File: src/rtl/uart_tx_ctrl.sv
// UART transmit frame sequencer: steps the TX datapath through start, data,
// optional parity and stop bits, one bit per CLK, and accepts new bytes only
// while idle or on the last stop cycle so frames can run back to back.
module uart_tx_ctrl #(
  parameter int unsigned DATA_WIDTH = 8,
  parameter int unsigned STOP_BITS  = 1
) (
  input  logic                          CLK,
  input  logic                          RST,
  input  logic                          Data_Valid,
  input  logic                          PAR_EN,
  output logic                          Data_Load,
  output logic                          Ser_en,
  output logic [$clog2(DATA_WIDTH)-1:0] Bit_idx,
  output logic [1:0]                    Mux_sel,
  output logic                          Busy
);

  localparam int unsigned IDX_W  = $clog2(DATA_WIDTH);
  localparam int unsigned STOP_W = 1;

  localparam logic [IDX_W-1:0]  LAST_BIT  = IDX_W'(DATA_WIDTH - 1);
  localparam logic [STOP_W-1:0] LAST_STOP = STOP_W'(STOP_BITS - 1);

  localparam logic [1:0] MUX_START  = 2'b00;
  localparam logic [1:0] MUX_DATA   = 2'b01;
  localparam logic [1:0] MUX_PARITY = 2'b10;
  localparam logic [1:0] MUX_STOP   = 2'b11;

  typedef enum logic [2:0] {
    ST_IDLE   = 3'd0,
    ST_START  = 3'd1,
    ST_DATA   = 3'd2,
    ST_PARITY = 3'd3,
    ST_STOP   = 3'd4
  } state_e;

  state_e             state_q, state_d;
  logic [IDX_W-1:0]   bit_cnt_q, bit_cnt_d;
  logic [STOP_W-1:0]  stop_cnt_q, stop_cnt_d;
  logic               par_en_q, par_en_d;
  logic [1:0]         mux_sel_q, mux_sel_d;
  logic               busy_q, busy_d;
  logic               ser_en_q, ser_en_d;
  logic [IDX_W-1:0]   bit_idx_q, bit_idx_d;
  logic               last_stop;
  logic               accept;

  // Accept point: idle, or the final stop cycle for gapless back-to-back frames
  always_comb begin
    last_stop = (state_q == ST_STOP) && (stop_cnt_q == LAST_STOP);
    accept    = Data_Valid && !RST && ((state_q == ST_IDLE) || last_stop);
    Data_Load = accept;
  end

  // Next-state/counter logic, plus output decode from the next state so the
  // outputs come straight from flops
  always_comb begin
    state_d    = state_q;
    bit_cnt_d  = bit_cnt_q;
    stop_cnt_d = stop_cnt_q;
    par_en_d   = par_en_q;

    if (accept) begin
      par_en_d = PAR_EN;
    end

    case (state_q)
      ST_IDLE: begin
        if (accept) begin
          state_d = ST_START;
        end
      end
      ST_START: begin
        state_d   = ST_DATA;
        bit_cnt_d = '0;
      end
      ST_DATA: begin
        if (bit_cnt_q == LAST_BIT) begin
          bit_cnt_d  = '0;
          stop_cnt_d = '0;
          state_d    = par_en_q ? ST_PARITY : ST_STOP;
        end else begin
          bit_cnt_d = bit_cnt_q + IDX_W'(1);
        end
      end
      ST_PARITY: begin
        state_d    = ST_STOP;
        stop_cnt_d = '0;
      end
      ST_STOP: begin
        if (last_stop) begin
          stop_cnt_d = '0;
          state_d    = accept ? ST_START : ST_IDLE;
        end else begin
          stop_cnt_d = stop_cnt_q + STOP_W'(1);
        end
      end
      default: begin
        state_d    = ST_IDLE;
        bit_cnt_d  = '0;
        stop_cnt_d = '0;
        par_en_d   = 1'b0;
      end
    endcase

    mux_sel_d = MUX_STOP;
    busy_d    = 1'b1;
    ser_en_d  = 1'b0;
    bit_idx_d = '0;
    case (state_d)
      ST_IDLE:   busy_d = 1'b0;
      ST_START:  mux_sel_d = MUX_START;
      ST_DATA: begin
        mux_sel_d = MUX_DATA;
        ser_en_d  = 1'b1;
        bit_idx_d = bit_cnt_d;
      end
      ST_PARITY: mux_sel_d = MUX_PARITY;
      ST_STOP:   mux_sel_d = MUX_STOP;
      default:   busy_d = 1'b0;
    endcase
  end

  // State, counters and registered outputs; reset parks the line high
  always_ff @(posedge CLK or posedge RST) begin
    if (RST) begin
      state_q    <= ST_IDLE;
      bit_cnt_q  <= '0;
      stop_cnt_q <= '0;
      par_en_q   <= 1'b0;
      mux_sel_q  <= MUX_STOP;
      busy_q     <= 1'b0;
      ser_en_q   <= 1'b0;
      bit_idx_q  <= '0;
    end else begin
      state_q    <= state_d;
      bit_cnt_q  <= bit_cnt_d;
      stop_cnt_q <= stop_cnt_d;
      par_en_q   <= par_en_d;
      mux_sel_q  <= mux_sel_d;
      busy_q     <= busy_d;
      ser_en_q   <= ser_en_d;
      bit_idx_q  <= bit_idx_d;
    end
  end

  assign Mux_sel = mux_sel_q;
  assign Busy    = busy_q;
  assign Ser_en  = ser_en_q;
  assign Bit_idx = bit_idx_q;

endmodule

File: config.mk
export PLATFORM = sky130hd
export DESIGN_NAME = uart_tx_ctrl
export DESIGN_NICKNAME = d
export VERILOG_FILES = /design/src/rtl/uart_tx_ctrl.sv
export SDC_FILE = /design/constraint.sdc
export NUM_CORES = 1
export LEC_CHECK = 0
export CORE_MARGIN = 1.5
export CORE_UTILIZATION = 49
export CTS_CLUSTER_SIZE = 14
export DETAILED_ROUTE_END_ITERATION = 8
export PLACE_DENSITY_LB_ADDON = 0.3
export SETUP_SLACK_MARGIN = 0.3
export SLEW_MARGIN = 20
export SYNTH_ARGS = -nofsm -noshare
export SYNTH_HDL_FRONTEND = slang
export SYNTH_SLANG_ARGS = --single-unit
File: constraint.sdc
create_clock -name CLK -period 1.9 [get_ports CLK]
set_input_delay 0.285 -clock CLK [delete_from_list [all_inputs] [get_ports CLK]]
set_output_delay 0.285 -clock CLK [all_outputs]
set_load 0.05 [all_outputs]
==> metrics.yaml <==
dpl_cell_area_sq_um: 816
hpwl_um: 936
drive_gt1_share_pct: 29.4
post_drt_wl_per_cell_um: 13.4
r2r_cells: 5
synth_area_leader_cell: "dfrtp_1"
irDropWorstVdd_uv: 852
grt_first_pass_wirelength_mm: 2.21
yosysUniqueCellTypes: 29
synth_area_sq_um: 672
gp_congestion: 0.793
syn-num-nets: 68
cp.arrival_ns: 1.24
clock_skew_ns: 0.00635
rrSetupSlack_ns: 0.41
async_reset_ff_share_pct: 100
routed_via_density: 5.36
busiest_layer: "met2"
p_leak_nw: 0.450
ys.flop_type: "dfrtp_1"
overflow: 0
finalSetupTns_ns: 0
outcome: "finished clean"
path_cells: "nand2_2, and3_4, buf_12"
cp-end-kind: "primary output"
met3_usage_pct: 3.33
clk_pin_slew_ns: 0.09
crit_type: "flop to primary output"
maxSlewViolCount: 0
placed_cells: 89
stdcell_area_sq_um: 895
syn_avg_cell_area_sq_um: 10.8
grt_use_total_pct: 22.1
vias: 536
numCtsBuffers: 3
rows: 13
synthTopCellsByArea: "dfrtp_1 48%, dfstp_2 7.8%, o21ai_0 4.5%"
path_max_fanout: 9
fmax_mhz: 655
worstReg2RegEnd: "Mux_sel[1]$_DFF_PP1_"
grt_util_met1_pct: 25.4
hold_viol_final: 0
core_area_sq_um: 1280
max_stage_delay_ns: 0.51
yosys_warnings: 0
dieArea_sq_um: 1600
die_width_um: 40.0
ctsRootBufferMaster: "clkbuf_4"
whs_ns: 0.0741
rsz0062_at_grt: "false"
reg2reg_from: "bit_cnt_q[0]$_DFF_PP0_"
p_per_area_nw_per_um2: 1540
drt-total-wl_mm: 1.34
drt_iter0_markers: 9
io_pins: 12
worstMarginPinSlew_ns: 0.547
cts.sinks: 15
grt_use_met2_pct: 37.1
grt_pass1_vias: 514
area_growth_pct: 33.1
diodes: 0
cp_slowest_cell: "dfrtp_1"
synth_top_area_share_pct: 48.4
syn-instance-count: 62
io_buffers: 11
cts_tree: "done"
critPathLaunchType: "flop"
hold_buffers: 0
clk_latency_ns: 0.28
antenna_found_initial: 0
drc_errors: 0
fin_cells: 100
grt_start_max_net_pins: 16
clock_path_buffers: 2
hold_class: "primary input to asynchronous set/reset pin"
start_util_pct: 52.3
ys_seq_area_share_pct: 56.2
nNetsFinal: 92
fin_crit_ns: 1.53
die_y_um: 40.0
timing.final.crit_share_pct: 80.4
dr.pass1.iters: 4
htree_levels: 1
cp.required_ns: 1.62
synth_seq_cells: 15
setup_viol: 0
synth-edff-count: 0
worst_slew_margin_rel_pct: 63.5
max_cap_violations: 0
ant_nets: 0
## where the power goes
group / total, mW / switching [mW] / internal, mW
combinational: 0.680 / 0.431 / 0.249
clock: 0.179 / 0.0970 / 0.0815
sequential: 0.519 / 0.0771 / 0.442
## critical path: cells and delay by family (launching register included)
family                 cells  cell delay [ns]
buffers and inverters      1             0.14
and+or+nand+nor            2             0.31
DFF                        1             0.51
## layout by cell type (no fill, tap or decap), types with 3 or more instances in the layout
cell	instances
nand2_1	4
clkbuf_4	3
inv_1	3
buf_4	11
a21oi_1	4
o21ai_0	6
dfrtp_1	11
dlygate4sd2_1	5
## state kept, by name (all words and copies together), names as in the netlist
signal,flops
par_en_q,1
state_q,3
Ser_en,1
Busy,1
Mux_sel,2
bit_cnt_q,3
stop_cnt_q,1
Bit_idx,3
## stage by stage
stage / utilization, % / setup WS (ns) / power (mW)
floorplan: - / 0.422 / 0.980
global placement: 63.5 / 0.326 / 1.18
detailed placement: 63.5 / 0.222 / 1.20
CTS: 65.1 / 0.301 / 1.35
global route: 69.6 / 0.309 / 1.49
finish: 69.6 / 0.373 / 1.38
## cells in the mapped netlist, types with 2 or more instances
library cell,number
and3_1,2
a211o_1,2
dfrtp_1,13
nor3_1,2
dfstp_2,2
a21oi_1,4
nand2b_1,2
nand2_1,4
nor2_1,2
inv_1,3
nand3_1,2
ha_1,2
o21ai_0,6
## final cells by class
class,count,area (sq um)
Fill cell,100,390
Sequential cell,15,380
Multi-Input combinational cell,43,279
Timing Repair Buffer,20,179
Clock buffer,4,26.3
Tap cell,15,18.8
Inverter,3,11.3
## cell families after synthesis
logic type	Yosys count	share of synthesized area (%)
simple gates	23	20.3
fa+ha+maj	2	3.72
compound gates	17	15.8
buf+inv	4	2.42
mux	1	1.49
flops	15	56.2
## how the worst max path moves through the flow
stage,end,startpoint,slack [ns]
2_1_floorplan,Mux_sel[1]$_DFF_PP1_,bit_cnt_q[0]$_DFF_PP0_,0.42
3_3_place_gp,Data_Load,RST,0.33
3_5_place_dp,par_en_q$_DFFE_PP0P_,RST,0.22
4_1_cts,Data_Load,state_q[0]$_DFF_PP0_,0.30
5_1_grt,bit_cnt_q[1]$_DFF_PP0_,bit_cnt_q[0]$_DFF_PP0_,0.31
6_report,Data_Load,state_q[2]$_DFF_PP0_,0.37
## routing by layer
metal,vias up,wire [um]
met5,-,0
met1,254,606
met4,0,26
li1,268,-
met3,4,39
met2,10,671
## timing repair
item	in CTS	in global routing
buffers inserted	0	7
cloned	0	0
endpoints found under the setup margin	6	1
pin swaps	0	1
resized for setup	6	3
No activity file was read; power rests on OpenSTA's default activity.
